## src/rtl/arb_pkg.sv

```systemverilog
// Shared definitions for the round-robin address arbiter.
// Holds the FSM state encoding and the width helper.
package arb_pkg;

  typedef enum logic {
    IDLE  = 1'b0,
    GRANT = 1'b1
  } state_t;

  // Bits needed to hold 0..v-1, never below 1.
  function automatic int clog2_min1(input int v);
    int w;
    w = 0;
    while ((1 << w) < v) w++;
    return (w < 1) ? 1 : w;
  endfunction

endpackage

```

## src/rtl/rr_pick.sv

```systemverilog
// Combinational round-robin search.
// Rotates by ptr, finds the first set bit, rotates back mod NUM_REQ.
module rr_pick
  import arb_pkg::*;
#(
  parameter int NUM_REQ = 5,
  parameter int ADDR_W  = 3
) (
  input  logic [NUM_REQ-1:0] req,
  input  logic [ADDR_W-1:0]  ptr,
  output logic [ADDR_W-1:0]  idx,
  output logic               any
);

  localparam logic [ADDR_W:0] NW = (ADDR_W+1)'(NUM_REQ);

  function automatic logic [ADDR_W-1:0] wrap_add(
    input logic [ADDR_W-1:0] a,
    input logic [ADDR_W-1:0] b
  );
    logic [ADDR_W:0] s;
    s = {1'b0, a} + {1'b0, b};
    if (s >= NW) s = s - NW;
    return s[ADDR_W-1:0];
  endfunction

  logic [NUM_REQ-1:0] rot;
  logic [ADDR_W-1:0]  first;

  // Rotate so that bit 0 of rot is the requester at ptr.
  always_comb begin
    rot = '0;
    for (int k = 0; k < NUM_REQ; k++) begin
      rot[k] = req[wrap_add(ptr, ADDR_W'(k))];
    end
  end

  // Lowest set bit of the rotated vector.
  always_comb begin
    first = '0;
    for (int k = NUM_REQ - 1; k >= 0; k--) begin
      if (rot[k]) first = ADDR_W'(k);
    end
  end

  assign any = |req;
  assign idx = wrap_add(ptr, first);

endmodule

```

## src/rtl/rr_addr_arbiter.sv

```systemverilog
// Round-robin arbiter producing a registered binary grant address.
// Grants are held until release or until the hold timer expires.
module rr_addr_arbiter
  import arb_pkg::*;
#(
  parameter int NUM_REQ  = 5,
  parameter int MAX_HOLD = 8,
  localparam int ADDR_W  = $clog2(NUM_REQ)
) (
  input  logic               in_clk,
  input  logic               in_rst_n,
  input  logic [NUM_REQ-1:0] in_req,
  input  logic               in_release,
  output logic [ADDR_W-1:0]  out_address,
  output logic               out_valid,
  output logic               out_timeout
);

  localparam int CNT_W = clog2_min1(MAX_HOLD + 1);
  localparam bit TMO_EN = (MAX_HOLD != 0);
  localparam logic [CNT_W-1:0] HOLD_LAST =
    TMO_EN ? CNT_W'(MAX_HOLD - 1) : '0;
  localparam logic [ADDR_W-1:0] LAST_REQ = ADDR_W'(NUM_REQ - 1);

  state_t            state, state_n;
  logic [ADDR_W-1:0] ptr, ptr_n;
  logic [CNT_W-1:0]  cnt, cnt_n;
  logic [ADDR_W-1:0] addr_n;
  logic              valid_n;
  logic              tmo_n;
  logic [ADDR_W-1:0] pick_idx;
  logic              pick_any;
  logic [ADDR_W-1:0] next_ptr;

  rr_pick #(
    .NUM_REQ (NUM_REQ),
    .ADDR_W  (ADDR_W)
  ) u_pick (
    .req (in_req),
    .ptr (ptr),
    .idx (pick_idx),
    .any (pick_any)
  );

  assign next_ptr = (out_address == LAST_REQ) ? '0 : out_address + 1'b1;

  // Next-state, pointer, counter and output register inputs.
  always_comb begin
    state_n = state;
    ptr_n   = ptr;
    cnt_n   = cnt;
    addr_n  = out_address;
    valid_n = out_valid;
    tmo_n   = 1'b0;
    unique case (state)
      IDLE: begin
        if (pick_any) begin
          addr_n  = pick_idx;
          valid_n = 1'b1;
          cnt_n   = '0;
          state_n = GRANT;
        end
      end
      GRANT: begin
        if (in_release) begin
          valid_n = 1'b0;
          ptr_n   = next_ptr;
          state_n = IDLE;
        end else if (TMO_EN && cnt == HOLD_LAST) begin
          valid_n = 1'b0;
          ptr_n   = next_ptr;
          tmo_n   = 1'b1;
          state_n = IDLE;
        end else begin
          cnt_n = cnt + 1'b1;
        end
      end
      default: state_n = IDLE;
    endcase
  end

  // State and output registers with synchronous active-low reset.
  always_ff @(posedge in_clk) begin
    if (!in_rst_n) begin
      state       <= IDLE;
      ptr         <= '0;
      cnt         <= '0;
      out_address <= '0;
      out_valid   <= 1'b0;
      out_timeout <= 1'b0;
    end else begin
      state       <= state_n;
      ptr         <= ptr_n;
      cnt         <= cnt_n;
      out_address <= addr_n;
      out_valid   <= valid_n;
      out_timeout <= tmo_n;
    end
  end

endmodule

```

## config.mk

```make
export PLATFORM = sky130hd
export DESIGN_NAME = rr_addr_arbiter
export DESIGN_NICKNAME = d
export VERILOG_FILES = /design/src/rtl/arb_pkg.sv /design/src/rtl/rr_pick.sv /design/src/rtl/rr_addr_arbiter.sv
export SDC_FILE = /design/constraint.sdc
export NUM_CORES = 1
export LEC_CHECK = 0
export CELL_PAD_IN_SITES_DETAIL_PLACEMENT = 1
export CELL_PAD_IN_SITES_GLOBAL_PLACEMENT = 1
export CORE_ASPECT_RATIO = 0.75
export CORE_MARGIN = 2
export CORE_UTILIZATION = 47
export CTS_CLUSTER_SIZE = 25
export DETAILED_ROUTE_END_ITERATION = 7
export PLACE_DENSITY_LB_ADDON = 0.1
export SYNTH_ARGS = -nofsm -noshare
export SYNTH_HDL_FRONTEND = slang
export SYNTH_SLANG_ARGS = --single-unit
```

## constraint.sdc

```tcl
create_clock -name in_clk -period 12 [get_ports in_clk]
set_input_delay 1.8 -clock in_clk [delete_from_list [all_inputs] [get_ports in_clk]]
set_output_delay 1.8 -clock in_clk [all_outputs]
set_load 0.03 [all_outputs]
```

Word level (Yosys, flattened, before mapping)
Index checks and enable logic that the tools add are counted.
Word-level totals
  word-level logic and storage cells: 82
  output and inout port bits: 5
  bits of input ports: 8
  register bits: 13
Cells by class
  add/sub/neg operators: 13
  bitwise logic cells: 2
  $lt $le $gt $ge: 11
  muxes and demuxes: 37
  eq/ne operators: 6
  reductions and logical operators: 7
Operators by type and width (number)
  3-bit two-way mux: 14
  4-bit by 3-bit greater-or-equal comparator with 1-bit output, second input constant: 5
  3-bit by 4-bit less-than comparator with 1-bit output, second input constant: 5
  3-bit subtractor, second input constant: 6
  1-bit binary-select mux with 3-bit select: 5
  1-bit two-way mux: 12
  4-bit two-way mux: 3
  3-bit by 2-bit adder with 4-bit output, second input constant: 2
  4-bit one-hot mux with 2 select lines: 1
  2-bit inequality test, second input constant: 3
  2-bit AND reduction: 3
  5-bit OR reduction: 1
  3-bit by 1-bit adder with 4-bit output, second input constant: 1
  3-bit by 3-bit adder with 4-bit output: 1
  3-bit by 3-bit adder with 4-bit output, second input constant: 1
  4-bit by 1-bit adder with 4-bit output, second input constant: 1
  4-bit by 3-bit equality test with 1-bit output, second input constant: 1
  1-bit one-hot mux with 2 select lines: 2
  3-bit by 1-bit adder with 3-bit output, second input constant: 1
  3-bit equality test, second input constant: 1
  3-bit greater-or-equal comparator, second input constant: 1
  3-bit by 2-bit inequality test with 1-bit output, second input constant: 1
  3-bit AND reduction: 1
  3-bit OR reduction: 1
  other kinds (2): 3

Longest topological paths before layout
  word-level depth: 13
  mapped depth: 22
  depth with buffers taken out: 21

Modules after synthesis
Synthesis repeated with hierarchy kept, for this count alone.
Second synthesis, totals
  cell total of the unflattened synthesis: 189
  area total of the unflattened synthesis: 1577.8 µm²
Modules (own cells, without submodules)
  rr_pick: area each 958.4 µm², seq. area each 0.0 µm², cells an instance 124, times used 1
  rr_addr_arbiter: area each 619.3 µm², seq. area each 260.2 µm², cells an instance 65, times used 1

Worst setup path before layout
OpenSTA, ideal clock, no wires.
  path kind: input to register
  start: input port in_req[0]
  end: register out_address[2]
  path slack: 7161 ps
  cell stages on the path: 16
  library setup time: 116 ps
  path buffers: 1
  data required time: 11884 ps
  data arrival time: 4723 ps
  cell sequence: buf_4 mux2i_1 nor3_1 or3_1 a221o_1 and2_1 fa_1 inv_1 ha_1 nor2b_1 o21ai_0 a211oi_1 nor2_1 xnor2_1 mux2i_1 nor2b_1
On the way
  cells in the longest elaborated chain, start to end: 10
  elaborated cells between the ends (all ways): 21
  classes of those cells: add/sub: 2; order compare: 1; mux: 16; reduce/logical: 2
RTL lines
  start, declared: RTL line rr_addr_arbiter.sv:12  | input logic [NUM_REQ-1:0] in_req,
  1-bit binary-select mux with 3-bit select: RTL line rr_pick.sv:34  | rot[k] = req[wrap_add(ptr, ADDR_W'(k))];
  1-bit two-way mux (implied by the code): RTL line rr_pick.sv:34
  3-bit two-way mux (5 in a row): RTL line rr_pick.sv:42  | if (rot[k]) first = ADDR_W'(k);
  3-bit by 3-bit adder with 4-bit output: RTL line rr_pick.sv:22  | s = {1'b0, a} + {1'b0, b};
  4-bit by 3-bit greater-or-equal comparator with 1-bit output / 3-bit subtractor (equally long branches): RTL line rr_pick.sv:23  | if (s >= NW) s = s - NW;
  3-bit two-way mux: RTL line rr_pick.sv:23
  end signal, assigned: RTL line rr_addr_arbiter.sv:95  | out_address <= addr_n;
  end, declared: RTL line rr_addr_arbiter.sv:14  | output logic [ADDR_W-1:0] out_address,
Several ways; a longest one is shown, not always the timed one. The select of a mux whose other input is x is not followed.
A chain may end at the register's enable or synchronous reset.

Final worst setup path
  start: input port in_req[2]
  end: register out_address[2]
Same word-level chain as after synthesis.

==> results.toml <==
[run_status]
status = "finished clean"

[synthesis]
synth_seq_cells = 13
synth_top_area_share_pct = 16.8
synth_edf_count = 0
dominantRegCellSynth = "dfxtp_1"
yosysUniqueCellTypes = 47
synth-seq-area-share_pct = 16.8
syn_nets = 212
synth_area_per_cell_um2 = 8.32
netlist_area_mm2 = 0.00155
netlist_top_cells_area = "dfxtp_1 17%, ha_1 13%, mux2i_1 8.4%"
async_flop_share_pct = 0
ys_warn_count = 0
yosys.area.top_type = "dfxtp_1"
netlist_instances = 186

[cts]
cts_tree = "built"
cts-root-buf = "clkbuf_8"
cts_hold_buf = 0
cts_setup_buffers = 0
clock_sinks = 13
cts-buffers-inserted = 3
cts_resized = 0
cts_htree_levels = 1
clk_latency_ns = 0.25
path_clk_slew_ns = 0.06
clockBufferDepth = 2

[drt]
route.final.wire_length_mm = 3.98
drtIter0Drc = 46
vias = 1390
drc = 0
dr.pass1.iters = 4
antenna_left = 0
viasPerCell = 5.89
routedWlPerCell_um = 16.9

[sta]
fin_worst_skew_ns = 0.00368
tightest_slew_ns = 0.759
max_freq_mhz = 180
setup_viol = 0
slew_violations = 0
timing.final.ws_setup_ns = 6.44
hold_viol = 0
maxSlewHeadroom_pct = 49.4
fin_crit_sh_pct = 46.3
grt_setup_unrepaired = "no"
layout_min_cycle_time_ns = 5.56
tns_ns = 0

[floorplanning]
core.rowCount = 18
die_h_um = 53.7
fp.dieW_um = 70.3
pin_count = 13
core_area_mm2 = 0.00322
die-area_mm2 = 0.00377
start_util_pct = 48.1

[layout]
drive_gt1_share_pct = 6.63
area_growth_pct = 10.6
n_antenna_cell = 0
final_cell_area_mm2 = 0.00171
nets = 223

[grt]
grt_max_degree = 25
antenna_found_initial = 0
grt_overflow = 0
grt_pass1_wl_mm = 6.54
grt_pass1_vias = 1318
grt_usage_pct = 22.1

[critical_path]
critical_path_class = "in -> reg"
crit_family = "simple AND/OR/NAND/NOR gates"
crit_required_ns = 12.19
critPathBufInv = 2
cp-start-kind = "primary input"
cp_data_arrival_time_ns = 5.75
slowest_delay_ns = 0.56
path_cells = "clkdlybuf4s50_1 > and3_1 > mux2i_1 > o31ai_1 > or3_1 > a221o_1 > and2_1 > fa_1 > inv_1 > ha_1 > nor2b_1 > o21ai_0 > a211oi_1 > nor2_1 > xnor2_1 > mux2i_1 > nor2b_1"
end_kind = "flip-flop"
cp_slowest_cell = "clkdlybuf4s50_1"
path_max_fanout = 8

[place]
dpl_cell_area_mm2 = 0.00167
pre_cts_ws_ns = 6.21
portBuffers = 12
dp_hpwl_mm = 3.12
gp_congestion = 0.892

[pwr]
cellPowerDensity_mw_per_mm2 = 129
irDropWorstVdd_mv = 0.0603
p_leak_nw = 0.691

[flow_run]
max_cap_violations = 0

[hold_path]
worstHoldPathType = "reg -> reg"
## worst paths after layout
kind	to	cells after the start	slack, ns	from
max	out_address[2]$_SDFFE_PN0P_	17	6.44	in_req[2]
min	out_valid$_SDFFE_PN0P_	2	0.53	out_valid$_SDFFE_PN0P_
max reg2reg	out_address[2]$_SDFFE_PN0P_	19	6.74	ptr[1]$_SDFFE_PN0P_
min reg2reg	out_valid$_SDFFE_PN0P_	2	0.53	out_valid$_SDFFE_PN0P_
## worst register-to-register path, stage by stage, from the launching register on
cell and delay, ns:
dfxtp_1 0.73, inv_1 0.25, ha_1 0.69, inv_2 0.17, and3_1 0.22, mux2i_1 0.12, o31ai_1 0.10, or3_1 0.33
a221o_1 0.38, and2_1 0.18, fa_1 0.53, inv_1 0.07, ha_1 0.19, nor2b_1 0.14, o21ai_0 0.09, a211oi_1 0.48
nor2_1 0.13, xnor2_1 0.18, mux2i_1 0.10, nor2b_1 0.13
## Yosys cell counts (2+ instances only)
library cell  count
clkbuf_1          2
o21ai_0          10
nor3b_1           8
inv_1            11
ha_1             16
xnor2_1           6
o31ai_1           4
nor3_1            2
nand2_1          13
and3_1            3
a311oi_1          2
xor2_1            2
mux4_2            2
nor2b_1           9
a221o_1           2
nand2b_1          3
fa_1              2
a21o_1            2
a211oi_1          2
and2_1            3
mux2i_1          13
nor2_1           11
a21oi_1          18
a21oi_4           2
dfxtp_1          13
clkbuf_8          2
inv_2             2
nand4_1           2
## kinds of logic after synthesis
| kind of cell | after synthesis | share of synthesized area [%] |
|---|---|---|
| AO/OA/AOI/OAI | 48 | 20.8 |
| flip-flops | 13 | 16.8 |
| adder cells (fa/ha/maj) | 18 | 15.5 |
| multiplexers | 15 | 11.3 |
| AND/OR/NAND/NOR | 64 | 24.1 |
| buffers and inverters | 20 | 6.95 |
| XOR/XNOR | 8 | 4.53 |
## area by class of cell
cell class | count | area, um^2
inverters | 13 | 48.8
fillers | 386 | 1510
flip-flops and latches | 13 | 260
repair buffers | 13 | 128
clock buffers | 4 | 45.0
well taps | 40 | 50.0
multi-input cells | 153 | 1180
## flip-flops by register name (all words and copies together), names as in the netlist
signal,cells
cnt,4
out_address,3
ptr,3
out_timeout,1
out_valid,1
state,1
## metal layers
metal	share of wire (%)	track usage, %
met1	51	31.6
met2	44	35.7
met3	3.8	3.37
met4	0.63	4.49
met5	0	0
## stage by stage
step           cells  total power, mW  hold WS (ns)  utilization, %
4_1_cts          236            0.222         0.525            53.1
3_5_place_dp     232            0.181         0.512            51.7
3_3_place_gp     232            0.174         0.487            51.7
5_1_grt          236            0.241         0.549            53.1
6_report         236            0.221         0.525            53.1
2_1_floorplan    186            0.153         0.472               -
## power breakdown
part,switching [mW],internal [mW]
clock,0.0167,0.0235
combinational,0.0707,0.0563
sequential,0.00619,0.0476
## placed cells by master, fill, tap and decap left out, types with 3 or more instances in the layout
cell             count
a21oi_1             18
and2_1               3
and3_1               3
clkbuf_8             3
clkdlybuf4s50_1     12
dfxtp_1             13
ha_1                16
inv_1               11
mux2i_1             13
nand2_1             13
nand2b_1             3
nor2_1              11
nor2b_1              9
nor3b_1              8
o21ai_0             10
o31ai_1              4
xnor2_1              6
Note: power is estimated with default switching activity, not from simulation.
